[src/rtl/tone_pkg.sv]
// Shared definitions for the tone generator voice: mode encodings and default widths.
package tone_pkg;

  localparam int unsigned TONE_WIDTH_DEF = 8;
  localparam int unsigned TONE_CNT_W_DEF = 16;

  typedef enum logic [1:0] {
    MODE_SQUARE = 2'd0,
    MODE_SAW    = 2'd1,
    MODE_TRI    = 2'd2,
    MODE_MUTE   = 2'd3
  } tone_mode_e;

endpackage

[src/rtl/tone_prescaler.sv]
// Clock prescaler: counts up to a terminal value, then reloads to zero.
// reload_o is the same-cycle terminal strobe; tick_o is its registered copy.
module tone_prescaler
  import tone_pkg::*;
#(
  parameter int unsigned CNT_W = TONE_CNT_W_DEF
) (
  input  logic             clk_i,
  input  logic             reset_i,
  input  logic             enable_i,
  input  logic [CNT_W-1:0] period_i,
  output logic             tick_o,
  output logic             reload_o
);

  logic [CNT_W-1:0] cnt_q, cnt_d;
  logic             tick_q, tick_d;

  always_comb begin
    reload_o = enable_i && (cnt_q == period_i);
    cnt_d    = cnt_q + 1'b1;
    tick_d   = reload_o;
    if (!enable_i || reload_o) begin
      cnt_d = '0;
    end
  end

  always_ff @(posedge clk_i) begin
    if (reset_i) begin
      cnt_q  <= '0;
      tick_q <= 1'b0;
    end else begin
      cnt_q  <= cnt_d;
      tick_q <= tick_d;
    end
  end

  assign tick_o = tick_q;

endmodule

[src/rtl/tone_generator.sv]
// Single-voice tone generator: prescaled phase accumulator shaped into square,
// sawtooth or triangle samples. Settings are only retaken at a waveform wrap.
module tone_generator
  import tone_pkg::*;
#(
  parameter int unsigned WIDTH = TONE_WIDTH_DEF,
  parameter int unsigned CNT_W = TONE_CNT_W_DEF
) (
  input  logic             clk,
  input  logic             reset,
  input  logic             enable,
  input  logic [1:0]       mode,
  input  logic [CNT_W-1:0] period,
  input  logic [WIDTH-1:0] duty,
  output logic [WIDTH-1:0] wave_out,
  output logic             tick,
  output logic             wrap
);

  logic [CNT_W-1:0] period_q, period_d;
  logic [WIDTH-1:0] duty_q, duty_d;
  tone_mode_e       mode_q, mode_d;
  logic [WIDTH-1:0] phase_q, phase_d;
  logic [WIDTH-1:0] wave_q, wave_d;
  logic             wrap_q, wrap_d;
  logic             reload;

  tone_prescaler #(
    .CNT_W(CNT_W)
  ) u_prescaler (
    .clk_i    (clk),
    .reset_i  (reset),
    .enable_i (enable),
    .period_i (period_q),
    .tick_o   (tick),
    .reload_o (reload)
  );

  function automatic logic [WIDTH-1:0] shape(
    input logic [WIDTH-1:0] ph,
    input tone_mode_e       m,
    input logic [WIDTH-1:0] d
  );
    logic [WIDTH-1:0] s;
    s     = {ph[WIDTH-2:0], 1'b0};
    shape = '0;
    case (m)
      MODE_SQUARE: shape = (ph < d) ? {WIDTH{1'b1}} : '0;
      MODE_SAW:    shape = ph;
      // Rising half doubles the phase; falling half mirrors it via inversion.
      MODE_TRI:    shape = ph[WIDTH-1] ? ~s : s;
      MODE_MUTE:   shape = '0;
      default:     shape = '0;
    endcase
    return shape;
  endfunction

  always_comb begin
    period_d = period_q;
    duty_d   = duty_q;
    mode_d   = mode_q;
    phase_d  = phase_q;
    wave_d   = wave_q;
    wrap_d   = 1'b0;
    if (!enable) begin
      phase_d  = '0;
      wave_d   = '0;
      period_d = period;
      duty_d   = duty;
      mode_d   = tone_mode_e'(mode);
    end else begin
      wave_d = shape(phase_q, mode_q, duty_q);
      if (reload) begin
        phase_d = phase_q + 1'b1;
        if (phase_q == {WIDTH{1'b1}}) begin
          wrap_d   = 1'b1;
          period_d = period;
          duty_d   = duty;
          mode_d   = tone_mode_e'(mode);
        end
      end
    end
  end

  always_ff @(posedge clk) begin
    if (reset) begin
      period_q <= '0;
      duty_q   <= '0;
      mode_q   <= MODE_SQUARE;
      phase_q  <= '0;
      wave_q   <= '0;
      wrap_q   <= 1'b0;
    end else begin
      period_q <= period_d;
      duty_q   <= duty_d;
      mode_q   <= mode_d;
      phase_q  <= phase_d;
      wave_q   <= wave_d;
      wrap_q   <= wrap_d;
    end
  end

  assign wave_out = wave_q;
  assign wrap     = wrap_q;

endmodule

[config.mk]
export PLATFORM = sky130hd
export DESIGN_NAME = tone_generator
export DESIGN_NICKNAME = d
export VERILOG_FILES = /design/src/rtl/tone_pkg.sv /design/src/rtl/tone_prescaler.sv /design/src/rtl/tone_generator.sv
export SDC_FILE = /design/constraint.sdc
export NUM_CORES = 1
export LEC_CHECK = 0
export CORE_ASPECT_RATIO = 1.4
export CORE_MARGIN = 4
export CORE_UTILIZATION = 25
export DETAILED_ROUTE_END_ITERATION = 8
export GPL_TIMING_DRIVEN = 0
export HOLD_SLACK_MARGIN = 0.1
export PLACE_DENSITY_LB_ADDON = 0.08
export SETUP_SLACK_MARGIN = 0.4
export SYNTH_ARGS = -nofsm -noshare
export SYNTH_HDL_FRONTEND = slang
export SYNTH_SLANG_ARGS = --single-unit
[constraint.sdc]
create_clock -name clk -period 2.1 [get_ports clk]
set_input_delay 0.525 -clock clk [delete_from_list [all_inputs] [get_ports clk]]
set_output_delay 0.525 -clock clk [all_outputs]
set_load 0.005 [all_outputs]
==> flow_metrics.py <==
metrics = {
    "worst_setup_path": {
        "path_class": "reg -> reg",
        "regToRegStartpoint": "period_q[9]",
        "cp-end-kind": "register",
        "reg2reg_to": "phase_q[4]",
        "max_stage_delay_ns": 0.34,
        "reg2reg_depth": 6,
        "crit_chain": "xor2_1 > nor4_2 > nand4_1 > buf_6 > or3_4 > a21oi_2",
        "r2r_slack_ns": 0.23,
        "critPathRequiredTime_ns": 2.36,
        "path_buf_inv": 1,
        "cp-start-kind": "register",
        "cp_data_arrival_time_ns": 2.12,
        "cp_slowest_cell": "dfxtp_2",
        "crit_family": "simple AND/OR/NAND/NOR gates",
        "crit_path_max_fanout": 6,
    },
    "detailed_routing": {
        "vias": 3174,
        "viasPerCell": 5.14,
        "antenna_left": 0,
        "drt_iter0_drc": 136,
        "first_pass_iters": 4,
        "route.detailed.drc": 0,
        "drt_wl_total_um": 11300,
        "wl_per_cell_um": 18.2,
    },
    "grt": {
        "grt-busiest-layer": "met2",
        "grt.overflow.total": 0,
        "grt_usage_pct": 15.5,
        "grt_pass1_vias": 3218,
        "grtUsageMet2_pct": 29.7,
        "antenna_found_initial": 0,
        "gr-usage-met1_pct": 17.1,
        "grt_use_met3_pct": 1.85,
        "grt_max_degree": 11,
        "grt_pass1_wl_um": 18000,
    },
    "timing": {
        "fmax_ghz": 0.536,
        "hold_violations": 0,
        "fin_crit_sh_pct": 88.9,
        "tns_ns": 0,
        "tightest_slew_ns": 0.728,
        "fin_worst_skew_ns": 0.00628,
        "maxSlewViolCount": 0,
        "maxSlewHeadroom_pct": 51.5,
        "rsz0062_at_grt": "true",
        "finalSetupViolCount": 0,
        "final.min_clock_period_ns": 1.87,
    },
    "clock_tree": {
        "numClockSinks": 60,
        "cts_buffers": 9,
        "clk_latency_ns": 0.33,
        "hold_buffers": 0,
        "root_buffer": "clkbuf_16",
        "cts.clk_slew.worst_paths_ns": 0.05,
        "htreeDepth": 3,
        "cts_buffer_depth": 2,
        "cts_tree": "built",
    },
    "layout": {
        "area_growth_pct": 56.4,
        "layout.nets": 499,
        "stdcell_area_um2": 5100,
        "diodes": 0,
        "post-route-util_pct": 39.8,
        "drive_gt1_share_pct": 36.3,
    },
    "placement": {
        "gp_congestion": 0.732,
        "hpwl_um": 7660,
        "port_buffers": 38,
        "place_area_um2": 3850,
    },
    "floorplan": {
        "core-area_um2": 12800,
        "dieArea_um2": 15000,
        "fp.dieW_um": 105,
        "die_h_um": 143,
        "io_pins": 39,
        "row_count": 49,
        "start_util_pct": 25.5,
    },
    "worst_hold_path": {
        "whs_path_depth": 1,
        "holdCritStartpoint": "u_prescaler.cnt_q[0]",
        "hold_path_end": "u_prescaler.cnt_q[0]",
        "min-delay-path-class": "reg -> reg",
    },
    "synth": {
        "mappedNetlistArea_um2": 3260,
        "seq_area_frac_synth_pct": 36.8,
        "netlist_instances": 386,
        "synth-edff-count": 0,
        "syn_nets": 425,
        "avgSynthCellArea_um2": 8.45,
        "ys_ff_latch": 60,
        "async_reset_ff_share_pct": 0,
        "yosys.cell_types.count": 38,
        "yosysWarnings": 0,
        "synthFlopType": "dfxtp_1",
    },
    "power_and_ir_drop": {
        "p_leak_nw": 1.83,
        "power_density_nw_per_um2": 646,
        "vdd_drop_max_mv": 0.385,
        "total_power_mw": 3.30,
    },
    "flow_run": {
        "drv_cap": 0,
    },
    "outcome": {
        "outcome": "finished, final reports clean",
    },
}
[report_power, final]
part | internal [mW] | switching [mW]
sequential | 1.20 | 0.0547
clock | 0.979 | 0.536
combinational | 0.275 | 0.251
[registers in the layout, indices dropped and copies added (netlist names)]
name	cells
mode_q	2
duty_q	8
phase_q	8
u_prescaler.tick_o	1
u_prescaler.cnt_q	16
wrap	1
period_q	16
wave_out	8
[through the flow]
| step | hold slack (ns) | instances | setup slack [ns] |
|---|---|---|---|
| after floorplan | 0.451 | 386 | 0.352 |
| after global placement | 0.481 | 577 | -0.669 |
| after detailed placement | 0.482 | 577 | -0.633 |
| after CTS | 0.497 | 614 | 0.212 |
| after global routing | 0.537 | 618 | 0.142 |
| final | 0.494 | 618 | 0.234 |
[final cells by class]
class                   instances  area, um^2
inverters                      10        37.5
repair buffers                 63         709
clock inverters                 4        47.5
flip-flops and latches         60        1240
plain buffers                  33         273
multi-input cells             283        2350
fillers                      1253        7710
clock buffers                  12         256
well taps                     153         191
[worst max-delay path by stage]
stage	start	end	slack, ns	depth (start not counted)
CTS	u_prescaler.cnt_q[2]	period_q[3]	0.21	9
detailed placement	enable	duty_q[5]	-0.63	5
floorplan	reset	wave_out[5]	0.35	7
finish	period_q[9]	phase_q[4]	0.23	6
global placement	enable	period_q[3]	-0.67	5
global route	u_prescaler.cnt_q[12]	phase_q[4]	0.14	6
[layer usage]
| metal | vias to the layer above | share of wire (%) |
|---|---|---|
| met5 | - | 0 |
| met1 | 1544 | 40 |
| met4 | 0 | 2.3 |
| met2 | 49 | 56 |
| li1 | 1564 | - |
| met3 | 17 | 1.9 |
[layout by cell type (no fill, tap or decap), types with 3 or more instances in the layout]
cell | synthesis | final
xor2_2 | 0 | 4
inv_1 | 10 | 9
nand3_1 | 34 | 18
nand4_1 | 5 | 5
dfxtp_2 | 0 | 18
nor2b_1 | 26 | 25
xnor2_1 | 8 | 7
a21oi_2 | 0 | 3
nor2_1 | 23 | 23
and2b_1 | 3 | 3
buf_6 | 3 | 10
buf_1 | 3 | 3
nand3_2 | 1 | 12
clkbuf_16 | 0 | 9
buf_4 | 0 | 13
and4_1 | 4 | 3
nand2_1 | 36 | 35
clkbuf_8 | 0 | 3
nor4_2 | 0 | 5
a31oi_1 | 27 | 27
dfxtp_4 | 0 | 4
clkdlybuf4s50_1 | 0 | 36
dfxtp_1 | 60 | 38
clkbuf_2 | 0 | 7
a22oi_1 | 8 | 8
xor2_1 | 29 | 25
buf_12 | 0 | 3
buf_16 | 0 | 4
nand3_4 | 0 | 5
o221ai_2 | 0 | 33
buf_8 | 0 | 9
ha_1 | 10 | 8
clkbuf_1 | 17 | 8
[synth_stat cells (all sizes together) (3+ instances only)]
master	instances	area, um^2
nor2b	26	163
nor4	5	31.3
a21oi	5	25.0
nand2b	3	18.8
and4	4	35.0
buf	16	95.1
inv	10	37.5
o21ai	4	23.8
ha	10	125
or3	3	18.8
o221ai	34	298
and2b	3	22.5
nand3	35	180
nand4	5	31.3
xor2	29	254
nor2	24	92.6
a31oi	27	169
clkbuf	17	63.8
xnor2	8	70.1
nand2	36	135
dfxtp	60	1200
a22oi	8	60.1
[logic make-up (layout without fill, tap and decap cells)]
logic type,after synthesis,in the layout,share of synthesized area [%]
adders and majority gates,10,10,3.83
buffers and inverters,43,122,6.02
and+or+nand+nor,150,150,23.5
AOI/OAI and AO/OA,85,85,19.6
muxes,1,1,0.307
DFF,60,60,36.8
xor gates and xnor gates,37,37,9.93
[repair_timing]
item,CTS,global route
buffers inserted,16,4
pin swaps,26,21
endpoints found under the setup margin,60,60
resized for setup,118,61
gates cloned,5,0
No activity file was read; power rests on OpenSTA's default activity.
